[config.mk]
export PLATFORM = sky130hd
export DESIGN_NAME = riscv_idex_stage
export DESIGN_NICKNAME = d
export VERILOG_FILES = /design/src/rtl/riscv_idex_stage.sv
export SDC_FILE = /design/constraint.sdc
export NUM_CORES = 1
export LEC_CHECK = 0
export CAP_MARGIN = 40
export CORE_MARGIN = 3
export CORE_UTILIZATION = 42
export DETAILED_ROUTE_END_ITERATION = 6
export PLACE_DENSITY = 0.86
export SLEW_MARGIN = 20
export SYNTH_ARGS = -nofsm -noshare
export SYNTH_HDL_FRONTEND = slang
export SYNTH_SLANG_ARGS = --single-unit
[constraint.sdc]
create_clock -name clk -period 6.9 [get_ports clk]
set_clock_uncertainty 0.05 [all_clocks]
set_input_delay 1.035 -clock clk [delete_from_list [all_inputs] [get_ports clk]]
set_output_delay 1.035 -clock clk [all_outputs]
set_load 0.05 [all_outputs]
[src/rtl/riscv_idex_stage.sv]
// ID/EX pipeline register: holds one decoded instruction, forwards EX/MEM and MEM/WB
// results into the ALU operands, and stalls on load-use hazards.
module riscv_idex_stage #(
  parameter int XLEN = 32,
  parameter int REGW = 5
) (
  input  logic            clk,
  input  logic            rst,
  input  logic            in_valid,
  output logic            in_ready,
  input  logic [XLEN-1:0] in_pc,
  input  logic [XLEN-1:0] in_rs1_data,
  input  logic [XLEN-1:0] in_rs2_data,
  input  logic [XLEN-1:0] in_imm,
  input  logic [REGW-1:0] in_rs1,
  input  logic [REGW-1:0] in_rs2,
  input  logic [REGW-1:0] in_rd,
  input  logic            in_uses_rs1,
  input  logic            in_uses_rs2,
  input  logic            in_alu_src_imm,
  input  logic [3:0]      in_alu_ctrl,
  input  logic            in_reg_write,
  input  logic            flush,
  input  logic            exmem_wen,
  input  logic [REGW-1:0] exmem_rd,
  input  logic [XLEN-1:0] exmem_data,
  input  logic            exmem_is_load,
  input  logic            memwb_wen,
  input  logic [REGW-1:0] memwb_rd,
  input  logic [XLEN-1:0] memwb_data,
  output logic            out_valid,
  input  logic            out_ready,
  output logic [XLEN-1:0] alu_a,
  output logic [XLEN-1:0] alu_b,
  output logic [3:0]      alu_ctrl,
  output logic [XLEN-1:0] out_rs2_data,
  output logic [XLEN-1:0] out_pc,
  output logic [REGW-1:0] out_rd,
  output logic            out_reg_write
);

  // Handshake: a transfer happens on a side when its valid and ready are both high
  // at the clock edge; valid never depends on ready of the same side.
  logic            valid;
  logic [XLEN-1:0] pc_q, rs1_data_q, rs2_data_q, imm_q;
  logic [REGW-1:0] rs1_q, rs2_q, rd_q;
  logic            uses_rs1_q, uses_rs2_q, alu_src_imm_q, reg_write_q;
  logic [3:0]      alu_ctrl_q;

  logic ex_m1, ex_m2, wb_m1, wb_m2, hz, fire_out, fire_in;
  logic [XLEN-1:0] fwd_rs1, fwd_rs2;

  // x0 is hardwired zero, so a write to it must never be forwarded.
  assign ex_m1 = exmem_wen && (exmem_rd == rs1_q) && (rs1_q != '0);
  assign ex_m2 = exmem_wen && (exmem_rd == rs2_q) && (rs2_q != '0);
  assign wb_m1 = memwb_wen && (memwb_rd == rs1_q) && (rs1_q != '0);
  assign wb_m2 = memwb_wen && (memwb_rd == rs2_q) && (rs2_q != '0);

  always_comb begin
    fwd_rs1 = rs1_data_q;
    if (ex_m1)      fwd_rs1 = exmem_data;
    else if (wb_m1) fwd_rs1 = memwb_data;
    fwd_rs2 = rs2_data_q;
    if (ex_m2)      fwd_rs2 = exmem_data;
    else if (wb_m2) fwd_rs2 = memwb_data;
  end

  assign hz = valid && exmem_is_load &&
              ((uses_rs1_q && ex_m1) || (uses_rs2_q && ex_m2));

  assign out_valid     = valid && !hz;
  assign fire_out      = out_valid && out_ready;
  assign in_ready      = !valid || fire_out;
  assign fire_in       = in_valid && in_ready;

  assign alu_a         = fwd_rs1;
  assign alu_b         = alu_src_imm_q ? imm_q : fwd_rs2;
  assign out_rs2_data  = fwd_rs2;
  assign alu_ctrl      = alu_ctrl_q;
  assign out_pc        = pc_q;
  assign out_rd        = rd_q;
  assign out_reg_write = reg_write_q;

  always_ff @(posedge clk or posedge rst) begin
    if (rst) begin
      valid         <= 1'b0;
      pc_q          <= '0;
      rs1_data_q    <= '0;
      rs2_data_q    <= '0;
      imm_q         <= '0;
      rs1_q         <= '0;
      rs2_q         <= '0;
      rd_q          <= '0;
      uses_rs1_q    <= 1'b0;
      uses_rs2_q    <= 1'b0;
      alu_src_imm_q <= 1'b0;
      alu_ctrl_q    <= '0;
      reg_write_q   <= 1'b0;
    end else if (flush) begin
      valid       <= 1'b0;
      reg_write_q <= 1'b0;
    end else if (fire_in) begin
      valid         <= 1'b1;
      pc_q          <= in_pc;
      rs1_data_q    <= in_rs1_data;
      rs2_data_q    <= in_rs2_data;
      imm_q         <= in_imm;
      rs1_q         <= in_rs1;
      rs2_q         <= in_rs2;
      rd_q          <= in_rd;
      uses_rs1_q    <= in_uses_rs1;
      uses_rs2_q    <= in_uses_rs2;
      alu_src_imm_q <= in_alu_src_imm;
      alu_ctrl_q    <= in_alu_ctrl;
      reg_write_q   <= in_reg_write;
    end else if (fire_out) begin
      valid <= 1'b0;
    end else if (valid) begin
      // A result retiring from MEM/WB during a stall would otherwise be lost.
      if (wb_m1) rs1_data_q <= memwb_data;
      if (wb_m2) rs2_data_q <= memwb_data;
    end
  end

endmodule

== Word level (Yosys, flattened, before mapping) ==
Index checks and enable logic that the tools add are counted.
W data, S select, Z words.

* Register bits: 152
* Input bits: 233
* Output and inout port bits: 140
* Logic and storage cells: 61

* Equality and inequality tests: 5
* Muxes and demuxes: 16
* Bitwise operators: 1
* Reductions and logical operators: 26

{| class="wikitable"
|+ Operators by type and width
! operator !! number
|-
| $mux W32 || 11
|-
| $eq A5 B5 Y1 || 4
|-
| $logic_and A1 B1 Y1 || 15
|-
| $reduce_bool A5 Y1 || 2
|-
| $mux W1 || 5
|-
| $reduce_bool A2 Y1 || 2
|-
| $reduce_and A3 Y1 || 1
|-
| $reduce_bool A3 Y1 || 1
|-
| $logic_not A1 Y1 || 2
|-
| $logic_or A1 B1 Y1 || 2
|-
| $ne A2 B1 Y1 const B || 1
|-
| $reduce_and A2 Y1 || 1
|-
| $not A1 Y1 || 1
|}

== Depth between registers and ports, before layout ==
Gate-level depths: netlist of the first run.

* Word-level depth: 13
* Gate-level depth with buffers: 9

== Least setup slack after synthesis of the first run ==
Ideal clock, no wire load.

* Path kind: input-to-output
* From: input port memwb_rd[2]
* To: output port alu_b[10]
* Arrival: 3,411 ps
* Data required time: 5,815 ps
* Path slack: 2,404 ps
* Stages on the path: 6
* Path through: xor2_1 nor4_2 buf_2 mux2i_1 a21oi_1 mux2_2

* Cells in the longest elaborated chain, start to end: 6

{| class="wikitable"
|+ RTL lines
! item !! RTL line !! source
|-
| start, declared || 29 || <nowiki>input logic [REGW-1:0] memwb_rd,</nowiki>
|-
| $eq A5 B5 Y1 || 57 || <nowiki>assign wb_m2 = memwb_wen && (memwb_rd == rs2_q) && (rs2_q != '0);</nowiki>
|-
| $logic_and A1 B1 Y1 (2 in series) || 57 ||
|-
| $mux W32 || 65 || <nowiki>else if (wb_m2) fwd_rs2 = memwb_data;</nowiki>
|-
| $mux W32 || 64 || <nowiki>if (ex_m2) fwd_rs2 = exmem_data;</nowiki>
|-
| via out_rs2_data[10] || 36 || <nowiki>output logic [XLEN-1:0] out_rs2_data,</nowiki>
|-
| $mux W32 || 77 || <nowiki>assign alu_b = alu_src_imm_q ? imm_q : fwd_rs2;</nowiki>
|-
| end, declared || 34 || <nowiki>output logic [XLEN-1:0] alu_b,</nowiki>
|}

The timed path passes the listed nets, and every way through them passes these cells.

== Final worst setup path of the first run ==
* From: input port exmem_rd[4]
* To: output port alu_b[29]

* Cells in the longest elaborated chain, start to end: 5

{| class="wikitable"
|+ RTL lines
! item !! RTL line !! source
|-
| start, declared || 25 || <nowiki>input logic [REGW-1:0] exmem_rd,</nowiki>
|-
| $eq A5 B5 Y1 || 55 || <nowiki>assign ex_m2 = exmem_wen && (exmem_rd == rs2_q) && (rs2_q != '0);</nowiki>
|-
| $logic_and A1 B1 Y1 (2 in series) || 55 ||
|-
| $mux W32 || 64 ||
|-
| $mux W32 || 77 ||
|}

Every way passes these cells.

==> results of run 1 <==
[kinds of logic (layout without fill, tap and decap cells)]
logic type      count (synthesis)  count (layout)
compound gates                139             139
xor+xnor                       20              20
buf+inv                        60             426
flops                         152             152
mux                           181             181
other cells                     0               2
simple gates                  152             152
[registers in the layout, indices dropped and copies added, names as in the netlist]
signal	count
alu_src_imm_q	1
out_rd	5
valid	1
imm_q	32
rs1_q	5
out_reg_write	1
alu_ctrl	4
rs2_q	5
uses_rs1_q	1
rs2_data_q	32
rs1_data_q	32
uses_rs2_q	1
out_pc	32
[worst max-delay path: stages]
cell	delay [ns]
clkdlybuf4s50_1	0.54
xnor2_1	0.13
nand4_1	0.16
or3_2	0.48
buf_4	0.32
a21oi_1	0.42
mux2_2	0.23
clkdlybuf4s50_1	0.79
[Yosys cell counts (all sizes together)]
master,number
a21oi,66
a221o,64
a31oi,2
and2,1
buf,32
clkbuf,22
dfrtp,152
inv,6
mux2,116
mux2i,65
nand2,1
nand2b,3
nand3,2
nand4,4
nor2,132
nor2b,1
nor3,1
nor4,2
o211ai,2
o21ai,3
o311ai,2
or2,2
or3,1
or4,2
xnor2,18
xor2,2
[area by class of cell]
cell class	instances	area, sq um
Inverter	6	27.53
Clock buffer	17	425.4
Antenna cell	2	5.005
Fill cell	1368	5807
Timing Repair Buffer	388	3925
Tap cell	229	286.5
Multi-Input combinational cell	492	3930
Sequential cell	152	3805
Clock inverter	15	181.4
[routing by layer]
| layer | routed length (um) | vias up | part of all wire | global-route usage |
|---|---|---|---|---|
| met4 | 1110 | 0 | 0.040 | 0.1159 |
| met2 | 13960 | 336 | 0.50 | 0.4457 |
| met1 | 10640 | 3555 | 0.38 | 0.2992 |
| met5 | 0 | - | 0 | 0 |
| li1 | - | 3290 | - | - |
| met3 | 2296 | 62 | 0.082 | 0.08499 |
[path summary, 6_finish.rpt]
path | endpoint | slack (ns)
worst max-delay path | alu_b[29] | 1.62
worst min-delay path | imm_q[30] | 0.44
worst max register to register | out_rd[2] | 3.23
worst min register to register | imm_q[30] | 0.44
max in group asynchronous | rs2_data_q[16] | 4.74
min in group asynchronous | imm_q[28] | 0.82
[per-stage QoR]
step	hold WS [ns]	cells	setup slack [ns]	cell area [sq um]
final	0.4361	1301	1.623	12590
after floorplan	0.4022	704	1.722	8031
after CTS	0.4354	1297	1.690	12530
after global placement	0.4114	1262	1.452	11870
after global routing	0.4528	1301	1.577	12590
after detailed placement	0.4198	1265	1.696	11930
[power by group]
group | internal (mW) | total (mW) | switching (mW)
registers | 1.04 | 1.13 | 0.0978
logic | 0.641 | 1.60 | 0.956
clock network | 0.549 | 0.973 | 0.424
==> reports/results.txt, run 1 <==
status: finished, final reports clean
remaining global-route overflow: 0
Vias/cell: 5.567
reg2reg path depth: 7
most common cell after layout, fill and taps aside: clkdlybuf4s50_1
Post-Synthesis Cells: 704
FP Rows: 49
critical path capture point type: output pin
DRT iter0 DRCs: 388
WS Path Type: in -> out
Final Max Tran Viols: 0
H-Tree Depth: 4
reg-to-reg startpoint: rs1_q[1]
Setup Viol. Count Final: 0
Yosys reg bits: 152
io pins: 373
Yosys cell types: 37
crit path from: exmem_rd[4]
post-synth top area cell: dfrtp_1
Final TNS setup: 0 ns
HPWL after DPL: 20480 um
clock tree buffer depth: 2
vias in the first global route: 7581
largest family of logic cells by synthesized area: multiplexers
DRT Wirelength: 28010 um
Post-Synth Simple-Gate Area: 0.08148
number of remaining DRC errors: 0
# resized after CTS: 0
Die ar.: 20820 sq um
Tot GR Track Use: 0.2611
Slew @ Worst Pin: 0.8234 ns
Num Clock Sinks: 152
Fmax: 0.1895 GHz
CTS root buffer: clkbuf_16
Synth Area in Adders: 0
Startpoint Class: input port
Core Area: 18390 sq um
final core occ: 0.6843
first-pass GRT wire length: 41620 um
Syn Nets: 937
largest fanout on the critical path: 64
routed len/inst: 21.53 um
min cycle time layout: 5.277 ns
Detailed Routing Iterations Pass 1: 5
Synth Area in Compound Gates: 0.1334
worst skew pair latency: 0.42 ns
WP data required: 5.81 ns
worst vdd ir: 0.1982 mV
xor/xnor cell area share of the yosys netlist: 0.02181
Buffers on Ports: 372
proportion of synthesized area in mux cells: 0.2483
post-CTS setup buffer count: 0
RSZ-0062 raised after global routing: no
GP Congestion: 0.8902
CTS Buf Count: 17
Mapped Area: 8031 sq um
Avg Inst Size Synth: 11.41 sq um
hold path depth: 1
Area Overhead vs Synth: 56.71%
CTS tree: built
initial antenna violation count: 2
ANT nets after route: 0
commonest non-fill, non-tap cells in the layout: clkdlybuf4s50_1, dfrtp_1, nor2_1
Yosys warnings: 0
Final Hold Viols: 0
HP Start: imm_q[30]
Starting Density: 0.4367
Pwr Density: 294.4 nW/um^2
Synth top area share: 0.4736
crit share post-route: 0.7648
vias: 7243
Lkg Pwr: 4.970 nW
sequential area share after synthesis: 0.4736
worst min path class: reg -> reg
largest net degree at the start of global routing: 89
Nets: 1290
Max-Cap Viols: 0
chip width: 144.3 um
hold buffer count at cts: 0
layout cells sized above 1: 0.1458
Max transition margin: 0.4510
CTS clk-pin slew, worst paths: 0.07 ns
die height: 144.3 um
Synth area leaders: dfrtp_1, mux2_2, mux2i_1, a221o_1, nor2_1
total power: 3.706 mW
Critical Path AT: 4.19 ns
Note: power is estimated with default switching activity, not from simulation.
==> run 2: changes to the inputs <==
--- a/config.mk
+++ b/config.mk
@@ -7,9 +7,9 @@
 export LEC_CHECK = 0
 export CAP_MARGIN = 40
 export CORE_MARGIN = 3
-export CORE_UTILIZATION = 42
+export CORE_UTILIZATION = 38
 export DETAILED_ROUTE_END_ITERATION = 6
-export PLACE_DENSITY = 0.86
+export PLACE_DENSITY = 0.83
 export SLEW_MARGIN = 20
 export SYNTH_ARGS = -nofsm -noshare
 export SYNTH_HDL_FRONTEND = slang
==> constraint.sdc (replaced) <==
create_clock -name clk -period 4.8 [get_ports clk]
set_clock_uncertainty 0.05 [all_clocks]
set_input_delay 0.72 -clock clk [delete_from_list [all_inputs] [get_ports clk]]
set_output_delay 0.72 -clock clk [all_outputs]
set_load 0.05 [all_outputs]
==> run 2 against run 1 <==
Net effect:
- non-clock buffer count decreased by 5
- power increased by 43%
- routed wire length decreased by 2.1%
- combinational power increased by 41%
- final cell count increased by 2.7%
- clock-buffer cell count unchanged
- setup slack got worse by 1.3 ns
- global-route usage decreased by 2.7 points
- register-to-register slack got worse by 1.8 ns
==> reports/results.txt, run 2 (same netlist as run 1, synthesis figures left out) <==
status: finished, final reports clean
Slew @ Worst Pin: 1.082 ns (+0.2588 ns)
CTS Buf Count: 17 (unchanged)
Final Hold Viols: 0 (unchanged)
Area Overhead vs Synth: 55.74%
Fmax: 0.2245 GHz
Critical Path AT: 3.69 ns (-0.50 ns)
Max transition margin: 0.2785 (-0.1725)
Startpoint Class: input port
crit-path cells: clkdlybuf4s50_1, xnor2_1, nand4_1, or3_2, a21oi_1, mux2_2, clkdlybuf4s50_1
Core Area: 20490 sq um (+11%)
FP Rows: 52 (+6.1%)
WS Path Type: in -> out
HPWL after DPL: 19910 um (-2.8%)
P_int: 3.182 mW (+43%)
critical path's top delay family: buffers and inverters
die height: 151.4 um (+4.9%)
most common cell after layout, fill and taps aside: clkdlybuf4s50_1
Vias/cell: 5.349 (-3.9%)
commonest non-fill, non-tap cells in the layout: clkdlybuf4s50_1, dfrtp_1, nor2_1
worst vdd ir: 0.2460 mV (+24%)
Comb pwr share: 0.428 (-0.003)
hold buffer count at cts: 0 (unchanged)
initial antenna violation count: 1 (-1)
clock share of power: 0.263 (about the same)
vias in the first global route: 7472 (-1.4%)
Nets: 1285 (-0.39%)
Net Switching: 2.113 mW (+43%)
worst min path class: reg -> reg
ANT nets after route: 0 (unchanged)
Lkg Pwr: 4.980 nW (+0.21%)
Setup Viol. Count Final: 0 (unchanged)
Detailed Routing Iterations Pass 1: 6 (+1)
Buffers on Ports: 372 (unchanged)
min cycle time layout: 4.455 ns
critical path capture point type: output pin
H-Tree Depth: 4 (unchanged)
sequential share of power: 0.309 (+0.003)
Crit path top cell by count: clkdlybuf4s50_1
area of the multi-input gates: 3930 sq um (unchanged)
WP data required: 4.03 ns (-1.78 ns)
DRT Wirelength: 27430 um (-2.1%)
# resized after CTS: 0 (unchanged)
WP buf/inv: 2 (-1)
number of remaining DRC errors: 0 (unchanged)
FF+latch area: 3805 sq um (unchanged)
chip width: 151.4 um (+4.9%)
Num Clock Sinks: 152 (unchanged)
worst skew pair latency: 0.42 ns (about the same)
remaining global-route overflow: 0 (unchanged)
CTS clk-pin slew, worst paths: 0.06 ns (about the same)
GP Congestion: 0.8700 (-2.3%)
io pins: 373 (unchanged)
vias: 7146 (-1.3%)
largest net degree at the start of global routing: 153 (+72%)
Die ar.: 22920 sq um (+10%)
Final Max Tran Viols: 0 (unchanged)
largest stage delay on the critical path: 0.81 ns (+0.02 ns)
Starting Density: 0.3919 (-0.04479)
RSZ-0062 raised after global routing: no
Tot GR Track Use: 0.2337 (-0.02734)
DRT iter0 DRCs: 295 (-24%)
post-CTS setup buffer count: 0 (unchanged)
Pwr Density: 423.3 nW/um^2 (+44%)
filler instances: 1733 (+27%)
first-pass GRT wire length: 41600 um (about the same)
CTS tree: built
Max-Cap Viols: 0 (unchanged)
clock tree buffer depth: 2 (unchanged)
largest fanout on the critical path: 31 (-52%)
routed len/inst: 20.53 um (-4.6%)
hold_ws: 0.4344 ns (-0.001666 ns)
Placed Instance Area: 11900 sq um (-0.22%)
final instance area: 12510 sq um (-0.62%)
CTS root buffer: clkbuf_16
Final TNS setup: 0 ns (unchanged)
layout cells sized above 1: 0.1765 (+0.03073)
CP max-delay cell: or3_2
Switching Share: 0.3991 (about the same)
crit share post-route: 0.9281
-- run 2: cell types whose count changed in the layout (fill, tap and decap cells not counted), moves of 2 or more --
cell             before  now
clkdlybuf4s50_1     372  335
buf_4                10   41
buf_12                3    7
buf_16                2    0
clkinv_4              2    0
-- run 2: metrics by stage --
stage	cells	total power, mW	worst slack [ns]	utilization
floorplan	704	3.084	0.9339	-
global placement	1303	3.892	0.3799	0.5806
detailed placement	1303	3.925	0.3560	0.5806
CTS	1335	5.340	0.3496	0.6102
global route	1336	5.515	0.1894	0.6103
finish	1336	5.294	0.3449	0.6103
-- run 2: power by group through the flow --
stage	combinational, mW	sequential (mW)	clock, mW
finish	2.26	1.64	1.39
global route	2.37	1.66	1.48
CTS	2.28	1.63	1.43
detailed placement	2.27	1.65	0
global placement	2.25	1.64	0
floorplan	1.26	1.82	0
-- run 2: worst register-to-register path: cells and delay by family (launching register included) --
kind	cells	cell delay, ns
AO/OA/AOI/OAI	2	0.50
buffers and inverters	1	0.36
flip-flops	1	0.44
multiplexers	1	0.41
AND/OR/NAND/NOR	3	1.46
-- run 2: path summary, 6_finish.rpt --
| kind | start | slack, ns | end | cells past startpoint |
|---|---|---|---|---|
| worst max-delay path | exmem_rd[1] | 0.34 | alu_b[3] | 7 |
| worst min-delay path | imm_q[30] | 0.43 | imm_q[30] | 1 |
| worst max register to register | rs1_q[1] | 1.46 | alu_src_imm_q | 7 |
| worst min register to register | imm_q[30] | 0.43 | imm_q[30] | 1 |
| max in group asynchronous | rst | 3.00 | alu_src_imm_q | 3 |
| min in group asynchronous | rst | 0.65 | rs1_data_q[28] | 3 |
-- run 2: final cells by class --
class,count,area share
tap,270,0.02701
multi-input combinational,492,0.3142
sequential,152,0.3042
clock buffer,17,0.03401
antenna,1,0.0002001
inverter,6,0.002101
timing repair buffer,383,0.3039
clock inverter,15,0.01440
-- run 2: per-layer routing --
metal | vias up | GRT usage | wire (um)
met4 | 0 | 0.08794 | 753
met2 | 322 | 0.3883 | 13330
li1 | 3272 | - | -
met1 | 3508 | 0.2864 | 11020
met5 | - | 0 | 0
met3 | 44 | 0.07002 | 2326
